[src/rtl/result_frame_receiver.sv]
// result_frame_receiver
//   Host-side deserializer for the minimizer's result stream. Recovers 8N1 UART bytes from the
//   serial line, parses result frames (header, count, 10-bit results) and presents each result
//   on a valid/ready port together with a per-frame summary.
// Ports
//   clk            system clock, rising edge
//   rst_n          asynchronous active-low reset
//   t              serial input, idle high
//   res_data       current result word
//   res_idx        index of res_data within its frame (0-based)
//   res_valid      res_data/res_idx valid; held until res_ready
//   res_ready      consumer accepts the result when high with res_valid
//   frame_cap      capacity field of the last header
//   frame_err_code error field of the last header (0 = no error)
//   frame_count    result count of the last frame
//   frame_done     1-cycle pulse: frame fully parsed
//   proto_err      1-cycle pulse: framing/format/timeout error, frame discarded
//   overrun        sticky: a result was dropped because res_valid was still pending
module result_frame_receiver #(
    parameter int unsigned CLKS_PER_BIT = 434,
    parameter int unsigned MAX_RESULTS  = 16,
    parameter int unsigned TIMEOUT_BITS = 20
) (
    input  logic       clk,
    input  logic       rst_n,
    input  logic       t,
    output logic [9:0] res_data,
    output logic [5:0] res_idx,
    output logic       res_valid,
    input  logic       res_ready,
    output logic [2:0] frame_cap,
    output logic [2:0] frame_err_code,
    output logic [5:0] frame_count,
    output logic       frame_done,
    output logic       proto_err,
    output logic       overrun
);

    localparam int unsigned BaudW   = $clog2(CLKS_PER_BIT);
    localparam int unsigned ToLimit = TIMEOUT_BITS * CLKS_PER_BIT;
    localparam int unsigned ToW     = $clog2(ToLimit + 1);

    localparam logic [BaudW-1:0] BitLast  = BaudW'(CLKS_PER_BIT - 1);
    localparam logic [BaudW-1:0] HalfLast = BaudW'(CLKS_PER_BIT / 2 - 1);
    localparam logic [ToW-1:0]   ToMax    = ToW'(ToLimit);

    typedef enum logic [1:0] {RxIdle, RxStart, RxData, RxStop} rx_state_e;
    typedef enum logic [1:0] {FrHunt, FrCnt, FrLo, FrHi} fr_state_e;

    // ------------------------------------------------------------------
    // Line synchronizer and byte receiver
    // ------------------------------------------------------------------
    logic [1:0]       sync_q;
    logic             line_prev_q;
    logic             line;
    rx_state_e        rx_state_q, rx_state_d;
    logic [BaudW-1:0] baud_cnt_q, baud_cnt_d;
    logic [2:0]       bit_cnt_q, bit_cnt_d;
    logic [7:0]       shift_q, shift_d;
    logic             byte_strobe;
    logic             stop_err;

    assign line = sync_q[1];

    always_ff @(posedge clk or negedge rst_n) begin
        if (!rst_n) begin
            sync_q      <= 2'b11;
            line_prev_q <= 1'b1;
            rx_state_q  <= RxIdle;
            baud_cnt_q  <= '0;
            bit_cnt_q   <= '0;
            shift_q     <= '0;
        end else begin
            sync_q      <= {sync_q[0], t};
            line_prev_q <= line;
            rx_state_q  <= rx_state_d;
            baud_cnt_q  <= baud_cnt_d;
            bit_cnt_q   <= bit_cnt_d;
            shift_q     <= shift_d;
        end
    end

    always_comb begin
        rx_state_d  = rx_state_q;
        baud_cnt_d  = baud_cnt_q;
        bit_cnt_d   = bit_cnt_q;
        shift_d     = shift_q;
        byte_strobe = 1'b0;
        stop_err    = 1'b0;
        unique case (rx_state_q)
            RxIdle: begin
                baud_cnt_d = '0;
                bit_cnt_d  = '0;
                if (line_prev_q && !line) rx_state_d = RxStart;
            end
            RxStart: begin
                // Mid-start-bit check rejects glitches shorter than half a bit.
                if (baud_cnt_q == HalfLast) begin
                    baud_cnt_d = '0;
                    rx_state_d = line ? RxIdle : RxData;
                end else begin
                    baud_cnt_d = baud_cnt_q + 1'b1;
                end
            end
            RxData: begin
                if (baud_cnt_q == BitLast) begin
                    baud_cnt_d = '0;
                    shift_d    = {line, shift_q[7:1]};
                    bit_cnt_d  = bit_cnt_q + 1'b1;
                    if (bit_cnt_q == 3'd7) rx_state_d = RxStop;
                end else begin
                    baud_cnt_d = baud_cnt_q + 1'b1;
                end
            end
            RxStop: begin
                if (baud_cnt_q == BitLast) begin
                    baud_cnt_d  = '0;
                    rx_state_d  = RxIdle;
                    byte_strobe = line;
                    stop_err    = !line;
                end else begin
                    baud_cnt_d = baud_cnt_q + 1'b1;
                end
            end
            default: rx_state_d = RxIdle;
        endcase
    end

    // ------------------------------------------------------------------
    // Frame parser and result port
    // ------------------------------------------------------------------
    fr_state_e      fr_state_q, fr_state_d;
    logic [5:0]     n_q, n_d;
    logic [5:0]     idx_q, idx_d;
    logic [7:0]     lo_q, lo_d;
    logic [9:0]     res_data_q, res_data_d;
    logic [5:0]     res_idx_q, res_idx_d;
    logic           res_valid_q, res_valid_d;
    logic [2:0]     cap_q, cap_d;
    logic [2:0]     err_q, err_d;
    logic [5:0]     count_q, count_d;
    logic           done_q, done_d;
    logic           perr_q, perr_d;
    logic           overrun_q, overrun_d;
    logic [ToW-1:0] to_cnt_q, to_cnt_d;
    logic [5:0]     idx_inc;

    assign idx_inc = idx_q + 6'd1;

    always_ff @(posedge clk or negedge rst_n) begin
        if (!rst_n) begin
            fr_state_q  <= FrHunt;
            n_q         <= '0;
            idx_q       <= '0;
            lo_q        <= '0;
            res_data_q  <= '0;
            res_idx_q   <= '0;
            res_valid_q <= 1'b0;
            cap_q       <= '0;
            err_q       <= '0;
            count_q     <= '0;
            done_q      <= 1'b0;
            perr_q      <= 1'b0;
            overrun_q   <= 1'b0;
            to_cnt_q    <= '0;
        end else begin
            fr_state_q  <= fr_state_d;
            n_q         <= n_d;
            idx_q       <= idx_d;
            lo_q        <= lo_d;
            res_data_q  <= res_data_d;
            res_idx_q   <= res_idx_d;
            res_valid_q <= res_valid_d;
            cap_q       <= cap_d;
            err_q       <= err_d;
            count_q     <= count_d;
            done_q      <= done_d;
            perr_q      <= perr_d;
            overrun_q   <= overrun_d;
            to_cnt_q    <= to_cnt_d;
        end
    end

    always_comb begin
        fr_state_d  = fr_state_q;
        n_d         = n_q;
        idx_d       = idx_q;
        lo_d        = lo_q;
        res_data_d  = res_data_q;
        res_idx_d   = res_idx_q;
        res_valid_d = res_valid_q && !res_ready;
        cap_d       = cap_q;
        err_d       = err_q;
        count_d     = count_q;
        done_d      = 1'b0;
        perr_d      = 1'b0;
        overrun_d   = overrun_q;
        to_cnt_d    = to_cnt_q;

        // Inter-byte timer runs only inside a frame and saturates at the limit.
        if (fr_state_q != FrHunt && to_cnt_q != ToMax) to_cnt_d = to_cnt_q + 1'b1;

        if (stop_err) begin
            perr_d     = 1'b1;
            fr_state_d = FrHunt;
        end else if (byte_strobe) begin
            to_cnt_d = '0;
            unique case (fr_state_q)
                FrHunt: begin
                    // Anything that is not a header is line noise; drop it quietly.
                    if (shift_q[7:6] == 2'b10) begin
                        cap_d = shift_q[2:0];
                        err_d = shift_q[5:3];
                        if (shift_q[5:3] != 3'd0) begin
                            count_d = '0;
                            done_d  = 1'b1;
                        end else begin
                            fr_state_d = FrCnt;
                        end
                    end
                end
                FrCnt: begin
                    if (shift_q[7:6] != 2'b00 || 32'(shift_q[5:0]) > MAX_RESULTS) begin
                        perr_d     = 1'b1;
                        fr_state_d = FrHunt;
                    end else if (shift_q[5:0] == 6'd0) begin
                        count_d    = '0;
                        done_d     = 1'b1;
                        fr_state_d = FrHunt;
                    end else begin
                        count_d    = shift_q[5:0];
                        err_d      = '0;
                        n_d        = shift_q[5:0];
                        idx_d      = '0;
                        fr_state_d = FrLo;
                    end
                end
                FrLo: begin
                    lo_d       = shift_q;
                    fr_state_d = FrHi;
                end
                FrHi: begin
                    if (shift_q[7:2] != 6'd0) begin
                        perr_d     = 1'b1;
                        fr_state_d = FrHunt;
                    end else begin
                        // A word accepted this cycle frees the slot for the new one.
                        if (!res_valid_q || res_ready) begin
                            res_data_d  = {shift_q[1:0], lo_q};
                            res_idx_d   = idx_q;
                            res_valid_d = 1'b1;
                        end else begin
                            overrun_d = 1'b1;
                        end
                        idx_d = idx_inc;
                        if (idx_inc == n_q) begin
                            done_d     = 1'b1;
                            fr_state_d = FrHunt;
                        end else begin
                            fr_state_d = FrLo;
                        end
                    end
                end
                default: fr_state_d = FrHunt;
            endcase
        end else if (fr_state_q != FrHunt && to_cnt_q == ToMax && rx_state_q == RxIdle) begin
            perr_d     = 1'b1;
            fr_state_d = FrHunt;
        end
    end

    assign res_data       = res_data_q;
    assign res_idx        = res_idx_q;
    assign res_valid      = res_valid_q;
    assign frame_cap      = cap_q;
    assign frame_err_code = err_q;
    assign frame_count    = count_q;
    assign frame_done     = done_q;
    assign proto_err      = perr_q;
    assign overrun        = overrun_q;

endmodule

[config.mk]
export PLATFORM = sky130hd
export DESIGN_NAME = result_frame_receiver
export DESIGN_NICKNAME = d
export VERILOG_FILES = /design/src/rtl/result_frame_receiver.sv
export SDC_FILE = /design/constraint.sdc
export NUM_CORES = 1
export LEC_CHECK = 0
export ABC_AREA = 1
export BUFFER_PORTS_ARGS = -buffer_cell sky130_fd_sc_hd__buf_2
export CORE_ASPECT_RATIO = 1.4
export CORE_MARGIN = 5
export CORE_UTILIZATION = 30
export DETAILED_ROUTE_END_ITERATION = 6
export GPL_TIMING_DRIVEN = 0
export PLACE_DENSITY_LB_ADDON = 0.12
export SLEW_MARGIN = 20
export SYNTH_ARGS = -nofsm -noshare
export SYNTH_HDL_FRONTEND = slang
export SYNTH_SLANG_ARGS = --single-unit
[constraint.sdc]
create_clock -name clk -period 2.18 [get_ports clk]
set_input_delay 0.218 -clock clk [delete_from_list [all_inputs] [get_ports clk]]
set_output_delay 0.218 -clock clk [all_outputs]
set_load 0.005 [all_outputs]
==> run_results.csv <==
group,metric,value,unit
clocking,clock_sinks,93,
clocking,worstSkewPairLatency,0.34,ns
global_route,grt_usage,0.1254,
timing,timing.hold.ws,0.2248,ns
timing,finalCriticalPeriod,1.940,ns
critical_path,cp-start-kind,"register",
clocking,ctsRootBufferMaster,"clkbuf_16",
synthesis,synth_nets,580,
power,internal_power,0.002665,W
clocking,clk_path_buf_depth,2,
critical_path,cpMostUsedCell,"nand2_1",
timing,period_share,0.8898,
synthesis,ys_top_cells_by_area,"dfrtp_1 49%, nand2_1 14%, inv_1 5.8%",
clocking,cts_tree,"done",
critical_path,cpPeakStageDelay,0.39,ns
routing,drc,0,
floorplanning,initial_core_util,0.3060,
routing,wl_per_cell,12.93,um
power,power.share.clock,0.407,
critical_path,critPathTopFamily,"simple AND/OR/NAND/NOR gates",
global_route,grt_max_degree,59,
clocking,clk_pin_slew,0.07,ns
critical_path,worst_ep_arrival_time,2.16,ns
timing,tightest_slew,0.4555,ns
clocking,htree_num_levels,3,
global_route,grt_overflow,0,
timing,tns,0,ns
global_route,grt_pass1_wl,18060,um
timing,fin_skew,0.004259,ns
floorplanning,dieWidth,115.0,um
final_layout,areaGrowthSynthToFinish,16.20,%
power,combPwrFrac,0.092,
final_layout,postLayoutCoreUtil,0.3556,
floorplanning,core,0.01512,mm2
critical_path,worstPathMaxFanout,10,
routing,finalWirelength,10530,um
critical_path,crit_path_end_kind,"register",
clocking,cts_buffers,9,
final_layout,fin_nets,629,
power,p_sw,0.001005,W
synthesis,syn_area_per_cell,8.146,um2
timing,finalSetupViolCount,0,
timing,slew_headroom,0.6963,
placed_design,dpl.hpwl,7861,um
critical_path,cpMaxStageDelayCell,"dfrtp_1",
synthesis,netlist-cell-type-count,34,
flow_run,max-cap-violations,0,
final_layout,fillers,1600,
routing,antenna_left,0,
timing,fmax,0.5155,GHz
power,cellLeakagePower,2.577,nW
synthesis,syn_area,0.004627,mm2
timing,rsz0062_at_grt,"no",
final_layout,diodes,0,
global_route,antenna_found_initial,0,
routing,vias,3663,
placed_design,globalplace.congestion,0.8513,
synthesis,synth_top_area_share,0.4867,
critical_path,critPathBufInv,3,
floorplanning,rows,53,
power,p_sw_frac,0.2738,
synthesis,yosysSeqAreaShare,0.5038,
final_layout,drive_gt1_frac,0.1479,
critical_path,required,2.40,ns
floorplanning,fp.dieH,156.9,um
placed_design,portBuffers,35,
floorplanning,ioPinCount,36,
global_route,grt_pass1_vias,3654,
power,p_per_area,682.6,mW/mm2
synthesis,yosys.area.top_type,"dfrtp_1",
power,ir_drop,0.3213,mV
routing,viasPerCell,4.500,
power,pwr-share-seq,0.501,
hold_path,hp-class,"input port to register",
outcome,run_status,"completed",
final_layout,regArea,0.002331,mm2
synthesis,yosysWarnings,0,
final_layout,multiInputGateArea,0.001952,mm2
critical_path,crit_chain,"inv_1, ha_1, nand2_1, nor2_1, nand2_2, clkinv_2, nand2_4, nor2_4, buf_6, nand3b_1, nand2_1, o21ai_0",
timing,maxSlewViolCount,0,
routing,dr.pass1.iters,4,
critical_path,crit_type,"register to register",
floorplanning,dieArea,0.01804,mm2
routing,first_iter_violations,194,
synthesis,synth-seq-cells,93,
synthesis,netlist_instances,568,
timing,report.final.hold_viol_count,0,
[Yosys cell counts]
library cell,count
a211oi_1,1
a21oi_1,14
and2_1,1
buf_2,3
buf_6,4
clkbuf_1,3
clkinv_2,1
dfrtp_1,90
dfstp_2,3
ha_1,8
inv_1,72
nand2_1,170
nand2_2,3
nand2_4,1
nand3_1,29
nand3_2,1
nand3_4,1
nand3b_1,3
nand4_1,9
nor2_1,55
nor2_2,1
nor2_4,2
nor3_1,8
nor3_2,2
nor3b_1,2
nor4_4,1
o21a_1,1
o21ai_0,45
o21ai_1,3
o21ai_2,16
o21bai_1,2
or2_2,1
xnor2_1,1
xor2_1,11
[worst paths after layout]
kind                          startpoint              to  slack, ns  depth (start not counted)
min in group asynchronous          rst_n     res_data[3]       0.33                          2
setup reg to reg           baud_cnt_q[1]  frame_count[3]       0.24                         12
hold / removal                 res_ready       res_valid       0.22                          4
hold reg to reg                sync_q[0]       sync_q[1]       0.36                          0
setup / recovery           baud_cnt_q[1]  frame_count[3]       0.24                         12
max in group asynchronous          rst_n     line_prev_q       1.19                          3
[tightest hold or removal path: cells and delay by family]
family	cells	cell delay, ns
simple gates	2	0.21
buf+inv	2	0.10
[repair_timing]
action,in CTS,in global routing
buffers inserted,0,0
hold endpoints to repair,36,0
gates resized for setup,0,1
hold buffers,2,0
endpoints found under the setup margin,0,16
[area by class of cell]
| class | count | share of cell area |
|---|---|---|
| clock inverter | 6 | 0.009076 |
| timing repair buffer | 38 | 0.04259 |
| clock buffer | 10 | 0.04259 |
| tap | 192 | 0.04468 |
| buffer | 10 | 0.01327 |
| multi-input combinational | 392 | 0.3630 |
| inverter | 73 | 0.05120 |
| sequential | 93 | 0.4336 |
[logic make-up (layout without fill, tap and decap cells)]
kind of cell / after synthesis / after routing / synth area share
buf+inv: 83 / 137 / 0.07490
simple gates: 290 / 290 / 0.2731
flops: 93 / 93 / 0.5038
compound gates: 82 / 82 / 0.1038
xor+xnor: 12 / 12 / 0.02271
fa+ha+maj: 8 / 8 / 0.02163
[state kept, by name (all words and copies together) (netlist names), named ones only]
register,count
to_cnt_q,14
res_data,10
baud_cnt_q,9
lo_q,8
shift_q,8
frame_count,6
idx_q,6
n_q,6
res_idx,6
bit_cnt_q,3
frame_cap,3
frame_err_code,3
fr_state_q,2
sync_q,2
frame_done,1
line_prev_q,1
overrun,1
proto_err,1
res_valid,1
rx_state_q,1
[stage by stage]
step                total power (W)  area, um2  setup slack, ns  std cells
finish                     0.003670       5376           0.2402        814
global route               0.003874       5376          0.02263        814
detailed placement         0.002212       5076           0.1003        796
CTS                        0.003742       5374          0.08032        814
global placement           0.002196       5042         -0.09306        795
floorplan                  0.002090       4627           0.4928        568
[power groups by stage]
stage	Sequential [W]	Clock, W	Combinational, W
2_1_floorplan	0.00186	0	0.000231
3_3_place_gp	0.00187	0	0.000325
3_5_place_dp	0.00187	0	0.000339
4_1_cts	0.00184	0.00156	0.000345
5_1_grt	0.00185	0.00162	0.000406
6_report	0.00184	0.00149	0.000336
[per-layer routing]
metal / GRT usage / wire length (um) / up-vias
met5: 0 / 0 / -
met2: 0.2213 / 5361 / 45
met4: 0.05593 / 231 / 0
met3: 0.02192 / 382 / 13
li1: - / - / 1897
met1: 0.1474 / 4551 / 1708
[cell usage in the layout (no fill, tap or decap), types with 3 or more instances in the layout]
| cell type | synthesis | routed |
|---|---|---|
| a21oi_1 | 14 | 14 |
| nor3_1 | 8 | 8 |
| clkbuf_1 | 3 | 4 |
| o21ai_0 | 45 | 45 |
| dfstp_2 | 3 | 3 |
| inv_1 | 72 | 72 |
| clkinvlp_4 | 0 | 3 |
| clkbuf_16 | 0 | 9 |
| nand2_2 | 3 | 3 |
| buf_2 | 3 | 37 |
| o21ai_1 | 3 | 3 |
| buf_6 | 4 | 5 |
| o21ai_2 | 16 | 16 |
| dfrtp_1 | 90 | 90 |
| ha_1 | 8 | 8 |
| nand2_1 | 170 | 170 |
| nor2_1 | 55 | 54 |
| xor2_1 | 11 | 11 |
| nand4_1 | 9 | 9 |
| nand3b_1 | 3 | 3 |
| nand3_1 | 29 | 29 |
Note: power is estimated with default switching activity, not from simulation.
